File: src/rtl/wb_port_arbiter_if.sv
// Bus bundle for wb_port_arbiter: pipeline writeback, LU result handshake,
// register-file write port and the hazard/status outputs.
// The arbiter connects through the slave modport. The writeback stage, the LU
// and the register file connect through the master modport.
// XLEN and DEPTH must match the parameters of the arbiter that uses this bundle.
interface wb_port_arbiter_if #(
  parameter int XLEN  = 32,
  parameter int DEPTH = 2
);
  localparam int CW = $clog2(DEPTH) + 1;

  logic            wb_we_i;
  logic [4:0]      wb_rd_i;
  logic [XLEN-1:0] wb_data_i;
  logic            lu_valid_i;
  logic            lu_ready_o;
  logic [4:0]      lu_rd_i;
  logic [XLEN-1:0] lu_data_i;
  logic            rf_we_o;
  logic [4:0]      rf_rd_o;
  logic [XLEN-1:0] rf_data_o;
  logic            pipe_hold_o;
  logic [31:0]     pend_mask_o;
  logic [CW-1:0]   fifo_cnt_o;

  modport slave (
    input  wb_we_i, wb_rd_i, wb_data_i, lu_valid_i, lu_rd_i, lu_data_i,
    output lu_ready_o, rf_we_o, rf_rd_o, rf_data_o, pipe_hold_o, pend_mask_o, fifo_cnt_o
  );

  modport master (
    output wb_we_i, wb_rd_i, wb_data_i, lu_valid_i, lu_rd_i, lu_data_i,
    input  lu_ready_o, rf_we_o, rf_rd_o, rf_data_o, pipe_hold_o, pend_mask_o, fifo_cnt_o
  );
endinterface

File: src/rtl/wb_port_arbiter.sv
// wb_port_arbiter: shares the single register-file write port between
// in-order pipeline writeback (absolute priority) and one long-latency unit
// whose results are queued in a DEPTH-entry FIFO and drained on idle port cycles.
// A starvation FSM raises pipe_hold_o when the FIFO head has been blocked
// STARVE_MAX times, and releases it once the FIFO is empty.
// Optional feature macro: WBARB_BYPASS_EN. When it is defined, an LU result
// arriving while the FIFO is empty and the port is free goes straight to the
// port in the same cycle and is never queued.
module wb_port_arbiter #(
  parameter int XLEN       = 32,
  parameter int DEPTH      = 2,
  parameter int STARVE_MAX = 4
) (
  input logic              clk_i,
  input logic              rst_ni,
  wb_port_arbiter_if.slave bus
);
  localparam int AW = $clog2(DEPTH);
  localparam int CW = AW + 1;
  localparam int SW = $clog2(STARVE_MAX + 1);

  typedef enum logic [1:0] {S_IDLE, S_WAIT, S_HOLD} starve_state_e;

  logic [4:0]      r_rd_mem   [DEPTH];
  logic [XLEN-1:0] r_data_mem [DEPTH];
  logic [AW-1:0]   r_wptr;
  logic [AW-1:0]   r_rptr;
  logic [CW-1:0]   r_cnt;
  starve_state_e   r_state;
  logic [SW-1:0]   r_starve;

  logic            w_wb_win;
  logic            w_empty;
  logic            w_full;
  logic            w_pop;
  logic            w_bypass;
  logic            w_ready;
  logic            w_push;
  logic [CW-1:0]   w_cnt_nxt;
  starve_state_e   w_state_nxt;
  logic [SW-1:0]   w_starve_nxt;

  // A pipeline write to x0 never claims the port.
  assign w_wb_win = bus.wb_we_i && (bus.wb_rd_i != 5'd0);
  assign w_empty  = (r_cnt == '0);
  assign w_full   = (r_cnt == CW'(DEPTH));
  // The head drains whenever the pipeline leaves the port free; independent of lu_valid_i.
  assign w_pop    = !w_wb_win && !w_empty;

`ifdef WBARB_BYPASS_EN
  assign w_bypass = w_empty && !w_wb_win && bus.lu_valid_i && (bus.lu_rd_i != 5'd0);
`else
  assign w_bypass = 1'b0;
`endif

  // Held low while in reset; a full FIFO can still take a result in the cycle it pops.
  assign w_ready  = rst_ni && (!w_full || w_pop);
  // rd=0 results complete the handshake but are dropped; bypassed results are not queued.
  assign w_push   = bus.lu_valid_i && w_ready && (bus.lu_rd_i != 5'd0) && !w_bypass;

  assign w_cnt_nxt = r_cnt + CW'(w_push) - CW'(w_pop);

  assign bus.lu_ready_o  = w_ready;
  assign bus.fifo_cnt_o  = r_cnt;
  assign bus.pipe_hold_o = (r_state == S_HOLD);

  // Port mux: pipeline, then FIFO head, then (bypass build) the live LU result.
  always_comb begin
    // NOTE: every output of a combinational block gets a default first so no path infers a latch.
    bus.rf_we_o   = 1'b0;
    bus.rf_rd_o   = 5'd0;
    bus.rf_data_o = '0;
    if (rst_ni) begin
      if (w_wb_win) begin
        bus.rf_we_o   = 1'b1;
        bus.rf_rd_o   = bus.wb_rd_i;
        bus.rf_data_o = bus.wb_data_i;
      end else if (w_pop) begin
        bus.rf_we_o   = 1'b1;
        bus.rf_rd_o   = r_rd_mem[r_rptr];
        bus.rf_data_o = r_data_mem[r_rptr];
      end else if (w_bypass) begin
        bus.rf_we_o   = 1'b1;
        bus.rf_rd_o   = bus.lu_rd_i;
        bus.rf_data_o = bus.lu_data_i;
      end
    end
  end

  // FIFO pointers and occupancy; reset discards all queued results.
  always_ff @(posedge clk_i or negedge rst_ni) begin
    if (!rst_ni) begin
      // NOTE: sequential state uses non-blocking assignments so every register samples pre-edge values.
      r_wptr <= '0;
      r_rptr <= '0;
      r_cnt  <= '0;
    end else begin
      if (w_push) r_wptr <= r_wptr + AW'(1);
      if (w_pop)  r_rptr <= r_rptr + AW'(1);
      r_cnt <= w_cnt_nxt;
    end
  end

  // FIFO storage write.
  // NOTE: the storage array has no reset; occupancy alone decides which slots are meaningful.
  always_ff @(posedge clk_i) begin
    if (w_push) begin
      r_rd_mem[r_wptr]   <= bus.lu_rd_i;
      r_data_mem[r_wptr] <= bus.lu_data_i;
    end
  end

  // Pending-rd mask rebuilt from the occupied slots, so it follows registered FIFO state.
  always_comb begin
    logic [AW-1:0] v_off;
    bus.pend_mask_o = '0;
    for (int i = 0; i < DEPTH; i++) begin
      v_off = AW'(i) - r_rptr;
      if (CW'(v_off) < r_cnt) bus.pend_mask_o[r_rd_mem[i]] = 1'b1;
    end
    bus.pend_mask_o[0] = 1'b0;
  end

  // Starvation FSM state and blocked-cycle counter.
  always_ff @(posedge clk_i or negedge rst_ni) begin
    if (!rst_ni) begin
      r_state  <= S_IDLE;
      r_starve <= '0;
    end else begin
      r_state  <= w_state_nxt;
      r_starve <= w_starve_nxt;
    end
  end

  // Starvation next-state: count head-blocked cycles, hold the pipe at STARVE_MAX until drained.
  always_comb begin
    w_state_nxt  = r_state;
    w_starve_nxt = r_starve;
    unique case (r_state)
      S_IDLE: begin
        w_starve_nxt = '0;
        if (w_cnt_nxt != '0) w_state_nxt = S_WAIT;
      end
      S_WAIT: begin
        if (w_pop) begin
          w_starve_nxt = '0;
          if (w_cnt_nxt == '0) w_state_nxt = S_IDLE;
        end else if (!w_empty && w_wb_win) begin
          if (r_starve >= SW'(STARVE_MAX - 1)) begin
            w_starve_nxt = SW'(STARVE_MAX);
            w_state_nxt  = S_HOLD;
          end else begin
            w_starve_nxt = r_starve + SW'(1);
          end
        end
      end
      S_HOLD: begin
        if (w_cnt_nxt == '0) begin
          w_state_nxt  = S_IDLE;
          w_starve_nxt = '0;
        end
      end
      default: begin
        w_state_nxt  = S_IDLE;
        w_starve_nxt = '0;
      end
    endcase
  end
endmodule

File: src/flat_wrapper.sv
// flat-port wrapper written by rule: the top's interface ports become plain ports
module wb_port_arbiter_flat 
#(
  parameter int XLEN       = 32,
  parameter int DEPTH      = 2,
  parameter int STARVE_MAX = 4
)
  (clk_i, rst_ni, bus_wb_we_i, bus_wb_rd_i, bus_wb_data_i, bus_lu_valid_i, bus_lu_rd_i, bus_lu_data_i, bus_lu_ready_o, bus_rf_we_o, bus_rf_rd_o, bus_rf_data_o, bus_pipe_hold_o, bus_pend_mask_o, bus_fifo_cnt_o);
  wb_port_arbiter_if #(.XLEN(XLEN), .DEPTH(DEPTH)) bus_i ();
  input logic clk_i;
  input logic rst_ni;
  input wire logic [$bits(bus_i.wb_we_i)-1:0] bus_wb_we_i;
  input wire logic [$bits(bus_i.wb_rd_i)-1:0] bus_wb_rd_i;
  input wire logic [$bits(bus_i.wb_data_i)-1:0] bus_wb_data_i;
  input wire logic [$bits(bus_i.lu_valid_i)-1:0] bus_lu_valid_i;
  input wire logic [$bits(bus_i.lu_rd_i)-1:0] bus_lu_rd_i;
  input wire logic [$bits(bus_i.lu_data_i)-1:0] bus_lu_data_i;
  output wire logic [$bits(bus_i.lu_ready_o)-1:0] bus_lu_ready_o;
  output wire logic [$bits(bus_i.rf_we_o)-1:0] bus_rf_we_o;
  output wire logic [$bits(bus_i.rf_rd_o)-1:0] bus_rf_rd_o;
  output wire logic [$bits(bus_i.rf_data_o)-1:0] bus_rf_data_o;
  output wire logic [$bits(bus_i.pipe_hold_o)-1:0] bus_pipe_hold_o;
  output wire logic [$bits(bus_i.pend_mask_o)-1:0] bus_pend_mask_o;
  output wire logic [$bits(bus_i.fifo_cnt_o)-1:0] bus_fifo_cnt_o;
  assign bus_i.wb_we_i = bus_wb_we_i;
  assign bus_i.wb_rd_i = bus_wb_rd_i;
  assign bus_i.wb_data_i = bus_wb_data_i;
  assign bus_i.lu_valid_i = bus_lu_valid_i;
  assign bus_i.lu_rd_i = bus_lu_rd_i;
  assign bus_i.lu_data_i = bus_lu_data_i;
  assign bus_lu_ready_o = bus_i.lu_ready_o;
  assign bus_rf_we_o = bus_i.rf_we_o;
  assign bus_rf_rd_o = bus_i.rf_rd_o;
  assign bus_rf_data_o = bus_i.rf_data_o;
  assign bus_pipe_hold_o = bus_i.pipe_hold_o;
  assign bus_pend_mask_o = bus_i.pend_mask_o;
  assign bus_fifo_cnt_o = bus_i.fifo_cnt_o;
  wb_port_arbiter #(.XLEN(XLEN), .DEPTH(DEPTH), .STARVE_MAX(STARVE_MAX)) u_core (.clk_i(clk_i), .rst_ni(rst_ni), .bus(bus_i));
endmodule
File: config.mk
export PLATFORM = sky130hd
export DESIGN_NAME = wb_port_arbiter_flat
export DESIGN_NICKNAME = d
export VERILOG_FILES = /design/src/rtl/wb_port_arbiter_if.sv /design/src/rtl/wb_port_arbiter.sv /design/src/flat_wrapper.sv
export SDC_FILE = /design/constraint.sdc
export NUM_CORES = 1
export LEC_CHECK = 0
export ABC_AREA = 1
export CAP_MARGIN = 20
export CORE_ASPECT_RATIO = 2
export CORE_MARGIN = 2
export CORE_UTILIZATION = 49
export CTS_CLUSTER_DIAMETER = 40
export DETAILED_ROUTE_END_ITERATION = 12
export PLACE_DENSITY = 0.91
export SLEW_MARGIN = 20
export SYNTH_ARGS = -nofsm -noshare
export SYNTH_HDL_FRONTEND = slang
export SYNTH_SLANG_ARGS = --single-unit
File: constraint.sdc
create_clock -name clk_i -period 6.89 [get_ports clk_i]
set_clock_uncertainty 0.05 [all_clocks]
set_input_delay 1.0335 -clock clk_i [delete_from_list [all_inputs] [get_ports clk_i]]
set_output_delay 1.0335 -clock clk_i [all_outputs]
set_load 0.01 [all_outputs]
==> flow_metrics.py, run 1 <==
metrics = {
    "outcome": {
        "status": "completed",
    },
    "critical_path": {
        "critical_path_arrival_ps": 3510,
        "r2r_cells": 12,
        "worst_setup_path_start_kind": "primary input",
        "cp-end-kind": "output pin",
        "endpoint": "bus_rf_data_o[12]",
        "crit_path_start": "bus_wb_rd_i[3]",
        "r2r-start": "u_core.bus.fifo_cnt_o[1]",
        "path_class": "in -> out",
        "cp.required_ps": 5810,
        "crit_fanout": 38,
        "r2r_end": "u_core.r_starve[0]",
        "rrSetupSlack_ps": 4090,
    },
    "logic_synthesis": {
        "ys_seq_area_share_pct": 57.7,
        "syn-cell-area_sq_um": 4240,
        "synth_area_leader_cell": "edfxtp_1",
        "syn_area_per_cell_sq_um": 8.47,
        "yosys-top-cells-area": "edfxtp_1, nand2_1, dfrtp_1",
        "synth_top_area_share_pct": 52.4,
        "ys_types": 22,
        "synth_seq_cells": 83,
        "syn_inst": 501,
        "yosys_warnings": 0,
        "syn-num-nets": 583,
    },
    "layout": {
        "layout_commonest_cell": "nand2_1",
        "stdcell_area_sq_um": 6090,
        "syn2layout_area_growth_pct": 43.6,
        "drive_above_1_share_pct": 3.70,
        "num_antenna_cells": 0,
        "layout_common_cells": "nand2_1, clkdlybuf4s50_1, edfxtp_1",
        "layout.nets": 726,
    },
    "sta": {
        "max_freq_mhz": 218,
        "slew-limit-headroom_pct": 30.8,
        "min_period_ps": 4590,
        "setup_viol": 0,
        "final.setup.tns_ps": 0,
        "period_share_pct": 66.7,
        "rsz0062_at_grt": "false",
        "slew_viol_final": 0,
        "hold_viol_final": 0,
        "worst_pin_slew_ps": 1040,
    },
    "pwr": {
        "power_switching_uw": 639,
        "p_per_area_nw_per_um2": 297,
        "p_clk_share_pct": 25.7,
        "leakage_nw": 2.40,
        "internal_power_mw": 1.17,
        "peakVddDrop_uv": 233,
        "power_mw": 1.81,
        "pwr-share-comb_pct": 37.7,
        "seq_power_share_pct": 36.6,
        "sw_frac_of_total_pct": 35.4,
    },
    "hold_path": {
        "hp-class": "reg -> reg",
    },
    "cts": {
        "cts-htree-levels": 3,
        "path_clk_slew_ps": 60,
        "cts_buffers": 9,
        "post_cts_resized": 0,
        "cts_tree": "done",
        "hold_buffers": 0,
        "root_buffer": "clkbuf_16",
        "cts_sinks": 83,
        "worst_skew_pair.late_latency_ps": 330,
        "cts_setup_buffers": 0,
        "cts_max_path_buffers": 2,
    },
    "global_route": {
        "grt_max_degree": 41,
        "track_usage_pct": 24.9,
        "grt_remaining_overflow": 0,
        "grt_antenna_before_repair": 0,
        "grt_pass1_vias": 4043,
        "grt_pass1_wl_mm": 18.5,
    },
    "floorplanning": {
        "coreArea_sq_um": 8530,
        "io_pins": 152,
        "dieArea_sq_um": 9460,
        "die-height_um": 136,
        "dieWidth_um": 69.8,
        "rows": 48,
        "start_util_pct": 49.8,
    },
    "run": {
        "maxCapViolCount": 0,
    },
    "placement": {
        "place_congestion": 0.855,
        "postPlaceCellArea_sq_um": 5800,
        "io_buffer_count": 150,
        "dpl.hpwl_mm": 8.57,
    },
    "routing": {
        "wl_mm": 11.8,
        "ant_nets": 0,
        "drc": 0,
        "via_per_inst": 5.37,
        "wl_per_cell_um": 15.7,
        "drt-initial-drc-count": 255,
        "vias": 4022,
        "first_pass_iters": 5,
    },
}
-- how the worst min path moves through the flow --
stage / cells past startpoint / startpoint / slack [ps] / end
4_1_cts: 2 / u_core.r_wptr / 440 / u_core.r_wptr
3_3_place_gp: 2 / u_core.r_wptr / 410 / u_core.r_wptr
5_1_grt: 2 / u_core.r_wptr / 460 / u_core.r_wptr
6_report: 2 / u_core.r_wptr / 430 / u_core.r_wptr
2_1_floorplan: 2 / u_core.r_wptr / 400 / u_core.r_wptr
3_5_place_dp: 2 / u_core.r_wptr / 420 / u_core.r_wptr
-- per-stage QoR --
step | setup WS, ps | hold WS [ps] | utilization (%) | std cells
CTS | 2190 | 440 | 71.4 | 749
global route | 2050 | 460 | 71.4 | 749
detailed placement | 2200 | 424 | 68.0 | 733
floorplan | 3240 | 399 | - | 501
global placement | 2320 | 412 | 68.0 | 733
finish | 2300 | 434 | 71.4 | 749
-- registers in the layout (all words and copies together), names as in the netlist --
name	count
u_core.r_data_mem	64
u_core.r_rd_mem	10
u_core.r_starve	3
u_core.bus.fifo_cnt_o	2
u_core.r_state	2
u_core.r_rptr	1
u_core.r_wptr	1
-- layout make-up --
| cell class | instances | area, sq um |
|---|---|---|
| Tap cell | 100 | 125 |
| Clock buffer | 10 | 229 |
| Timing Repair Buffer | 152 | 1520 |
| Multi-Input combinational cell | 366 | 1590 |
| Clock inverter | 6 | 63.8 |
| Sequential cell | 83 | 2450 |
| Inverter | 32 | 120 |
| Fill cell | 665 | 2430 |
-- logic make-up after synthesis --
logic type / count (synthesis) / share of synthesized area (%)
flip-flops: 83 / 57.7
AO/OA/AOI/OAI: 82 / 9.82
AND/OR/NAND/NOR: 278 / 25.8
adder cells (fa/ha/maj): 4 / 1.18
XOR/XNOR: 1 / 0.206
other: 1 / 0.0884
buffers and inverters: 52 / 5.25
-- synth_stat cells, drive strengths merged --
| cell type | n |
|---|---|
| dfrtp | 9 |
| nor2 | 16 |
| conb | 1 |
| nand2 | 229 |
| a21oi | 40 |
| nor3b | 1 |
| nand4 | 1 |
| ha | 4 |
| nor3 | 11 |
| o21ai | 41 |
| o21bai | 1 |
| nand3 | 20 |
| inv | 32 |
| xor2 | 1 |
| clkbuf | 6 |
| edfxtp | 74 |
| buf | 14 |
-- critical path: stages --
cell and delay [ps]:
clkdlybuf4s50_1 490, nor2_1 130, nand3_1 140, a21oi_4 780, nand2_1 190, a21oi_1 180
clkdlybuf4s50_1 560
-- power groups by stage --
stage / Sequential (mW) / Combinational (mW) / Clock, mW
after global placement: 0.666 / 0.653 / 0
after detailed placement: 0.670 / 0.683 / 0
after CTS: 0.661 / 0.686 / 0.470
final: 0.661 / 0.682 / 0.464
after floorplan: 0.668 / 0.414 / 0
after global routing: 0.667 / 0.764 / 0.497
-- routing by layer --
metal	global-route usage, %	vias up	part of all wire (%)
met3	4.61	35	5.4
met4	12.7	0	3.5
met1	25.2	1861	34
met5	0	-	0
li1	-	1942	-
met2	47.4	184	57
(Power assumes the default switching activity.)
==> run 2: changes to the inputs <==
CORE_UTILIZATION = 45   (was 49)
PLACE_DENSITY = 0.85   (was 0.91)
clock period = 4.5 ns   (was 6.89 ns; I/O delays follow)
==> run 2 against run 1 <==
Largest power group unchanged; critical endpoint is now bus_rf_data_o[31]; critical path type unchanged; die area is 8.5% higher; sequential power is 53% higher; clock power increased by 70%; worst hold slack better by 1.9 ps; register-to-register slack worse by 2100 ps; first-iteration DRC count increased by 17%; final area up 1.6%; combinational power increased by 58%.
==> flow_metrics.py, run 2 (same netlist as run 1, synthesis figures left out) <==
metrics = {
    "layout": {
        "top_register": "u_core.r_data_mem",
        "layout_common_cells": "nand2_1, clkdlybuf4s50_1, edfxtp_1",
        "drive_above_1_share_pct": 4.43,
        "largest_register_ffs": 64,
        "instances_no_fill": 758,
        "num_antenna_cells": 0,
        "reg.largest.list": "u_core.r_data_mem x64, u_core.r_rd_mem x10, u_core.r_starve x3",
        "stdcell_area_sq_um": 6190,
        "syn2layout_area_growth_pct": 46.0,
        "layout.nets": 731,
        "layout_commonest_cell": "nand2_1",
        "n_fill_cell": 758,
    },
    "pwr": {
        "p_clk_share_pct": 27.3,
        "leakage_nw": 2.44,
        "power_switching_mw": 1.01,
        "seq_power_share_pct": 35.2,
        "power_mw": 2.88,
        "peakVddDrop_uv": 361,
        "internal_power_mw": 1.87,
        "sw_frac_of_total_pct": 35.1,
        "p_per_area_nw_per_um2": 465,
        "pwr-share-comb_pct": 37.4,
    },
    "global_route": {
        "grt_remaining_overflow": 0,
        "grt_antenna_before_repair": 0,
        "grt_max_degree": 41,
        "track_usage_pct": 24.2,
        "grt_pass1_vias": 4149,
        "grt_pass1_wl_mm": 18.8,
    },
    "run": {
        "maxCapViolCount": 0,
    },
    "routing": {
        "drc": 0,
        "wl_mm": 12.4,
        "drt-initial-drc-count": 299,
        "first_pass_iters": 6,
        "vias": 4133,
        "via_per_inst": 5.45,
        "wl_per_cell_um": 16.3,
        "ant_nets": 0,
    },
    "hold_path": {
        "hp-start": "u_core.r_wptr",
        "hold_path_depth": 2,
        "hold_end": "u_core.r_wptr",
        "hp-class": "reg -> reg",
    },
    "cts": {
        "hold_buffers": 0,
        "cts_tree": "done",
        "cts_sinks": 83,
        "root_buffer": "clkbuf_16",
        "cts_setup_buffers": 0,
        "post_cts_resized": 0,
        "cts-htree-levels": 3,
        "worst_skew_pair.late_latency_ps": 330,
        "path_clk_slew_ps": 60,
        "cts_max_path_buffers": 2,
        "cts_buffers": 9,
    },
    "critical_path": {
        "crit_path_start": "bus_wb_rd_i[3]",
        "slowest_delay_ps": 570,
        "crit_top_cell": "clkdlybuf4s50_1",
        "r2r_end": "u_core.r_starve[0]",
        "path_class": "in -> out",
        "path_cells": "clkdlybuf4s50_1, nor2_1, nand3_1, a21oi_4, buf_12, nand2_1, a21oi_1, clkdlybuf4s50_1",
        "worst_setup_path_start_kind": "primary input",
        "cp.required_ps": 3770,
        "cp-end-kind": "output pin",
        "r2r-start": "u_core.bus.fifo_cnt_o[1]",
        "crit_fanout": 23,
        "r2r_cells": 12,
        "critical_path_arrival_ps": 2880,
        "critPathSlowestCell": "clkdlybuf4s50_1",
        "rrSetupSlack_ps": 2030,
    },
    "placement": {
        "postPlaceCellArea_sq_um": 5870,
        "dpl.hpwl_mm": 9.05,
        "io_buffer_count": 150,
        "place_congestion": 0.880,
        "pre_cts_ws_ps": 915,
        "dp.cells": 742,
    },
    "sta": {
        "setup_viol": 0,
        "slew_viol_final": 0,
        "final.setup.tns_ps": 0,
        "hold_viol_final": 0,
        "slew-limit-headroom_pct": 43.3,
        "setup_slack_ps": 897,
        "worst_pin_slew_ps": 844,
        "max_freq_mhz": 278,
        "min_period_ps": 3600,
        "rsz0062_at_grt": "false",
        "period_share_pct": 80.1,
    },
    "floorplanning": {
        "dieWidth_um": 72.7,
        "io_pins": 152,
        "start_util_pct": 45.8,
        "coreArea_sq_um": 9260,
        "dieArea_sq_um": 10300,
        "rows": 50,
        "die-height_um": 141,
    },
    "outcome": {
        "status": "completed",
    },
}
run 2: cell count changes in the layout (fill, tap and decap cells not counted):
| cell | before | now |
|---|---|---|
| buf_12 | 0 | 2 |
| inv_8 | 0 | 1 |
| bufinv_16 | 1 | 2 |
| inv_2 | 4 | 3 |
| clkbuf_1 | 1 | 0 |
| buf_4 | 2 | 5 |
| inv_1 | 28 | 29 |
| clkinv_2 | 1 | 0 |
run 2: cell type report:
type	instances	area, sq um	area share (%)
clock buffers	9	225	3.64
clock inverters	7	100	1.62
inverters	32	120	1.94
multi-input cells	366	1590	25.7
flip-flops and latches	83	2450	39.5
well taps	104	130	2.10
repair buffers	157	1580	25.5
run 2: worst max path at each step:
stage / to / slack, ps / cells after the start
after CTS: bus_rf_data_o[31] / 900 / 8
final: bus_rf_data_o[31] / 900 / 8
after global routing: bus_rf_rd_o[3] / 720 / 8
after global placement: bus_rf_data_o[31] / 900 / 8
after detailed placement: bus_rf_data_o[18] / 910 / 8
after floorplan: u_core.r_data_mem[1][0] / 1210 / 7
run 2: stage by stage:
step | util [%] | hold WS, ps
2_1_floorplan | - | 329
3_3_place_gp | 63.4 | 413
3_5_place_dp | 63.4 | 419
4_1_cts | 66.9 | 436
5_1_grt | 66.9 | 502
6_report | 66.9 | 436
run 2: power groups by stage:
stage	registers (mW)	logic, mW	clock network (mW)
after floorplan	1.02	0.634	0
after global placement	1.02	1.03	0
after detailed placement	1.03	1.07	0
after CTS	1.01	1.08	0.795
after global routing	1.02	1.19	0.822
final	1.01	1.08	0.788
run 2: routing by layer:
layer	share of wire, %	wire, um	vias to the layer above	track usage [%]
met2	57	7060	187	45.6
met1	32	3970	1944	22.6
met4	5.4	668	0	16.5
li1	-	-	1953	-
met3	5.3	649	49	3.62
met5	0	0	-	0
run 2: critical path, delay by kind of cell:
family	cells	cell delay, ps
compound gates	2	640
buf+inv	3	1240
simple gates	3	320
